==> config.mk <==
export PLATFORM = sky130hd
export DESIGN_NAME = muldiv_unit
export DESIGN_NICKNAME = d
export VERILOG_FILES = /design/src/rtl/muldiv_unit.sv
export SDC_FILE = /design/constraint.sdc
export NUM_CORES = 1
export LEC_CHECK = 0
export ABC_CLOCK_PERIOD_IN_PS = 7900
export CAP_MARGIN = 0
export CORE_MARGIN = 3
export CORE_UTILIZATION = 53
export CTS_CLUSTER_SIZE = 30
export DETAILED_ROUTE_END_ITERATION = 7
export HOLD_SLACK_MARGIN = 0.03
export PLACE_DENSITY = 0.78
export SYNTH_ARGS = -nofsm -noshare
export SYNTH_HDL_FRONTEND = slang
export SYNTH_SLANG_ARGS = --single-unit
==> constraint.sdc <==
create_clock -name clk -period 7.9 [get_ports clk]
set_input_delay 0.79 -clock clk [delete_from_list [all_inputs] [get_ports clk]]
set_output_delay 0.79 -clock clk [all_outputs]
set_load 0.02 [all_outputs]
==> src/rtl/muldiv_unit.sv <==
// muldiv_unit: iterative RV32M multiply/divide (radix-2 shift-add multiply, restoring divide).
// Optional macro MULDIV_EARLY_OUT_EN: divide-by-zero and signed overflow skip CALC and go straight to FIN.
module muldiv_unit #(
   parameter int XLEN = 32
) (
   input  logic            clk,
   input  logic            rstn,
   input  logic            start,
   input  logic [2:0]      op,
   input  logic [XLEN-1:0] a,
   input  logic [XLEN-1:0] b,
   output logic            busy,
   output logic            done,
   output logic [XLEN-1:0] result
);

   typedef enum logic [1:0] {IDLE = 2'd0, CALC = 2'd1, FIN = 2'd2} state_t;

   state_t              state_q, state_d;
   logic [2:0]          op_q, op_d;
   logic [XLEN-1:0]     mb_q, mb_d;
   logic [2*XLEN-1:0]   acc_q, acc_d;
   logic [XLEN-1:0]     rem_q, rem_d;
   logic                neg_q, neg_d;
   logic                a_neg_q, a_neg_d;
   logic [4:0]          cnt_q, cnt_d;
   logic                done_q, done_d;
   logic [XLEN-1:0]     result_q, result_d;

   logic                a_signed, b_signed, a_neg_in, b_neg_in, b_zero;
   logic [XLEN-1:0]     a_mag, b_mag;
   logic [XLEN:0]       mul_sum, div_shift, div_trial;
   logic                div_ge;
   logic [2*XLEN-1:0]   prod;
   logic [XLEN-1:0]     quot, remv;

`ifdef MULDIV_EARLY_OUT_EN
   localparam logic [XLEN-1:0] MIN_NEG = {1'b1, {(XLEN-1){1'b0}}};
   logic div_ovf;
   assign div_ovf = op[2] & ~op[0] & (a == MIN_NEG) & (b == '1);
`endif

   always_comb begin
      a_signed = (op == 3'b001) || (op == 3'b010) || (op == 3'b100) || (op == 3'b110);
      b_signed = (op == 3'b001) || (op == 3'b100) || (op == 3'b110);
      a_neg_in = a_signed & a[XLEN-1];
      b_neg_in = b_signed & b[XLEN-1];
      a_mag    = a_neg_in ? -a : a;
      b_mag    = b_neg_in ? -b : b;
      b_zero   = (b == '0);
   end

   // Per-cycle iteration step and the FIN sign fix-up, all on magnitudes.
   always_comb begin
      mul_sum   = {1'b0, acc_q[2*XLEN-1:XLEN]} + (acc_q[0] ? {1'b0, mb_q} : '0);
      div_shift = {rem_q, acc_q[XLEN-1]};
      div_trial = div_shift - {1'b0, mb_q};
      div_ge    = ~div_trial[XLEN];
      prod      = neg_q ? -acc_q : acc_q;
      quot      = neg_q ? -acc_q[XLEN-1:0] : acc_q[XLEN-1:0];
      remv      = a_neg_q ? -rem_q : rem_q;
   end

   always_comb begin
      state_d  = state_q;
      op_d     = op_q;
      mb_d     = mb_q;
      acc_d    = acc_q;
      rem_d    = rem_q;
      neg_d    = neg_q;
      a_neg_d  = a_neg_q;
      cnt_d    = cnt_q;
      done_d   = 1'b0;
      result_d = result_q;
      case (state_q)
         IDLE: begin
            if (start) begin
               op_d    = op;
               a_neg_d = a_neg_in;
               cnt_d   = 5'd31;
               rem_d   = '0;
               state_d = CALC;
               if (op[2]) begin
                  // A zero divisor keeps the quotient positive so the all-ones result survives FIN.
                  neg_d = (a_neg_in ^ b_neg_in) & ~b_zero;
                  mb_d  = b_mag;
                  acc_d = {{XLEN{1'b0}}, a_mag};
               end else begin
                  neg_d = a_neg_in ^ b_neg_in;
                  mb_d  = a_mag;
                  acc_d = {{XLEN{1'b0}}, b_mag};
               end
`ifdef MULDIV_EARLY_OUT_EN
               if (op[2] && (b_zero || div_ovf)) begin
                  state_d = FIN;
                  acc_d   = {{XLEN{1'b0}}, (b_zero ? {XLEN{1'b1}} : MIN_NEG)};
                  rem_d   = b_zero ? a_mag : '0;
               end
`endif
            end
         end
         CALC: begin
            if (op_q[2]) begin
               acc_d = {acc_q[2*XLEN-2:0], div_ge};
               rem_d = div_ge ? div_trial[XLEN-1:0] : div_shift[XLEN-1:0];
            end else begin
               acc_d = {mul_sum, acc_q[XLEN-1:1]};
            end
            cnt_d = cnt_q - 5'd1;
            if (cnt_q == 5'd0) begin
               state_d = FIN;
            end
         end
         FIN: begin
            case (op_q)
               3'b000:                 result_d = prod[XLEN-1:0];
               3'b001, 3'b010, 3'b011: result_d = prod[2*XLEN-1:XLEN];
               3'b100, 3'b101:         result_d = quot;
               default:                result_d = remv;
            endcase
            done_d  = 1'b1;
            state_d = IDLE;
         end
         default: state_d = IDLE;
      endcase
   end

   always_ff @(posedge clk or negedge rstn) begin
      if (!rstn) begin
         state_q  <= IDLE;
         op_q     <= '0;
         mb_q     <= '0;
         acc_q    <= '0;
         rem_q    <= '0;
         neg_q    <= 1'b0;
         a_neg_q  <= 1'b0;
         cnt_q    <= '0;
         done_q   <= 1'b0;
         result_q <= '0;
      end else begin
         state_q  <= state_d;
         op_q     <= op_d;
         mb_q     <= mb_d;
         acc_q    <= acc_d;
         rem_q    <= rem_d;
         neg_q    <= neg_d;
         a_neg_q  <= a_neg_d;
         cnt_q    <= cnt_d;
         done_q   <= done_d;
         result_q <= result_d;
      end
   end

   assign busy   = (state_q != IDLE);
   assign done   = done_q;
   assign result = result_q;

endmodule

==> flow_metrics.tcl <==
set metrics [dict create \
    synth_most_common_cell "sky130_fd_sc_hd__o21ai_0" \
    outcome "completed" \
    cp.arrival_ns 5.21 \
    route.vias.total 14706 \
    route.detailed.wl_per_inst_um 19.87 \
    number_of_distinct_library_cells_after_synthesis 73 \
    numCtsBuffers 17 \
    post_route_cells_drive_above_1_share_pct 4.128 \
    worst_slew_pin_slew_ns 1.166 \
    drt.antenna.violating_nets 0 \
    endpoint_kind "flop" \
    clock_tree.buffer_depth 2 \
    netlist_instances 1901 \
    synth-main-ff-cell "sky130_fd_sc_hd__dfrtp_1" \
    setup_viol 0 \
    timing.critical_path.required_ns 8.18 \
    place_congestion 0.9469 \
    finClkSkew_ns 0.01660 \
    unrepaired_setup_endpoints_after_global_routing "false" \
    tritoncts "built" \
    slew_limit_fails 0 \
    h_tree_levels 4 \
    max_cap_viol_count 0 \
    ys.warnings.count 0 \
    hold_violations 0 \
    critical-path-max-stage-delay_ns 0.81 \
    synth_fp_nets 2043 \
    synthTopCellsByArea "sky130_fd_sc_hd__dfrtp_1 (29%), sky130_fd_sc_hd__o21ai_0 (7.7%), sky130_fd_sc_hd__xnor2_1 (6.1%)" \
    count_of_flip_flops_with_a_built_in_enable_after_synthesis 0 \
    path_class_of_the_lowest_slack_min_delay_path "in -> async" \
    number_of_placement_rows 61 \
    final.min_clock_period_ns 4.927 \
    most_frequent_cells_after_synthesis "sky130_fd_sc_hd__o21ai_0 (231), sky130_fd_sc_hd__nand2_1 (226), sky130_fd_sc_hd__dfrtp_1 (173), sky130_fd_sc_hd__nor2_1 (117), sky130_fd_sc_hd__a21oi_1 (114)" \
    detail_route.iter0.violations 1680 \
    timing.critical_path.cells "inv_1, ha_1, fa_1, nand2b_1, a21oi_1, o211ai_1, and3_1, o31ai_1, o21ai_0, nor3b_1, a311o_2, mux2i_1, o21ai_0" \
    route.met3.wl_mm 3.805 \
    number_of_antenna_violations_at_the_first_check_in_global_routing 0 \
    grt_pass1_vias 13720 \
    synthArstFlopShare_pct 100.0 \
    totalPowerFinal_w 0.007556 \
    clk_pin_slew_worst_paths_ns 0.08 \
    final_net_count 2067 \
    post_detailed_route_drc_marker_count 0 \
    die_height_um 174.7 \
    post_cts.resized_instances 0 \
    finalCritPeriodShare_pct 62.36 \
    place.port_buffers 103 \
    cts.repair_timing.setup_buffer_count 0 \
    finalSetupTns_ns 0 \
    design.portCount 104 \
    clk_latency_ns 0.45 \
    cts_root_buf "sky130_fd_sc_hd__clkbuf_16" \
    grt_util_all_layers_pct 29.43 \
    critical_path_cell_with_the_highest_stage_delay "sky130_fd_sc_hd__a311o_2" \
    post_drt_via_cell_ratio 6.350 \
    irDropWorstVdd_mv 0.2124 \
    antennaDiodeCount 0 \
    synth_area_per_cell_sq_um 7.933 \
    crit_path_frequent_cell "sky130_fd_sc_hd__o21ai_0" \
    drt_wl_total_mm 46.01 \
    maxUsedRoutingLayer "met4" \
    syn-cell-area_sq_um 15080 \
    die_width_um 174.7 \
    synth_top_cell_area_share_pct 28.71 \
    grt_start_max_net_pins 106 \
    max_freq_mhz 203.0 \
    detailroute.wirelength.met2_mm 20.34 \
    synth_seq_cells 173 \
    met1_length_mm 20.71 \
    total_leakage_power_nw 7.040 \
    clock_tree_sinks 173 \
    placeableCoreArea_sq_um 27930 \
    drt_pass1_iterations 8 \
    critPathKind "reg -> reg" \
    cp_max_fo 34 \
    grt_pass1_wl_mm 72.59 \
    area_growth_syn_to_layout_pct 12.18 \
    netlist.top_cell.by_area "sky130_fd_sc_hd__dfrtp_1" \
    overflow 0 \
    dieArea_sq_um 30510 \
    dpl.hpwl_mm 34.44 \
    timing.critical_path.from_type "flop" \
    initial_core_util_pct 53.99 \
    worst_slew_margin_rel_pct 22.18 \
    cts-hold-fix-buffers 0 \
    power.density_cell_area_nw_per_um2 446.6 \
    post_synthesis_sequential_area_ratio_pct 28.71 \
]
metrics by stage:
| stage | hold WS (ns) | setup WS (ns) | cell area (sq um) | utilization, % | instances |
|---|---|---|---|---|---|
| finish | 0.4340 | 2.973 | 16920 | 60.56 | 2316 |
| global route | 0.5022 | 2.692 | 16920 | 60.56 | 2316 |
| CTS | 0.4698 | 3.047 | 16920 | 60.56 | 2316 |
| detailed placement | 0.4661 | 3.071 | 16280 | 58.27 | 2284 |
| global placement | 0.4616 | 3.248 | 16280 | 58.27 | 2284 |
| floorplan | 0.4498 | 3.937 | 15080 | - | 1901 |
cell usage in the layout (no fill, tap or decap), drive strengths merged, types with 60 or more instances in the layout:
cell type,netlist,routed
mux2i,64,64
nand2,226,226
inv,68,74
nand3,60,60
xnor2,105,105
ha,70,70
dfrtp,173,173
clkdlybuf4s50,0,101
xor2,91,91
nor2,117,117
o21ai,232,232
a21oi,114,114
layout make-up:
| class | count | area [sq um] |
|---|---|---|
| Clock buffer | 17 | 425.4 |
| Fill cell | 2502 | 11020 |
| Clock inverter | 15 | 215.2 |
| Multi-Input combinational cell | 1548 | 10080 |
| Tap cell | 378 | 473.0 |
| Inverter | 68 | 255.2 |
| Sequential cell | 173 | 4332 |
| Timing Repair Buffer | 117 | 1132 |
state kept, by name, summed over array words and instances (netlist names):
name and count:
acc_q 64, mb_q 32, rem_q 32, result 32
cnt_q 5, op_q 3, state_q 2, a_neg_q 1
done 1, neg_q 1
kinds of logic (layout without fill, tap and decap cells):
| kind of cell | Yosys count | in the layout | share of synthesized area [%] |
|---|---|---|---|
| AO/OA/AOI/OAI | 636 | 636 | 26.82 |
| XOR/XNOR | 196 | 196 | 11.38 |
| adder cells (fa/ha/maj) | 72 | 72 | 6.073 |
| buffers and inverters | 180 | 217 | 4.563 |
| flip-flops | 173 | 173 | 28.71 |
| multiplexers | 65 | 65 | 4.323 |
| AND/OR/NAND/NOR | 579 | 579 | 18.13 |
layer usage:
layer	up-vias	global-route usage (%)
met2	671	46.06
li1	6981	-
met3	72	3.455
met4	0	9.441
met5	-	0
met1	6982	42.65
power breakdown:
part	internal (W)	total [W]	switching, W
Combinational	0.00198	0.00474	0.00276
Clock	0.000464	0.000913	0.000449
Sequential	0.00126	0.00190	0.000638
Total	0.00371	0.00756	0.00385
worst max-delay path: cells and delay by family (launching register included):
kind	cells	cell delay, ns
buffers and inverters	1	0.12
and+or+nand+nor	3	0.71
AOI/OAI and AO/OA	6	2.38
DFF	1	0.60
muxes	1	0.29
adders and majority gates	2	0.64
final timing paths:
path,from,to,cells past startpoint,slack [ns]
min,rstn,acc_q[37],1,0.43
max reg2reg,acc_q[31],rem_q[10],13,2.97
max in group asynchronous,rstn,neg_q,2,5.79
min in group clk,result[10],result[10],2,0.48
min reg2reg,result[10],result[10],2,0.48
max,acc_q[31],rem_q[10],13,2.97
No activity file was read; power rests on OpenSTA's default activity.
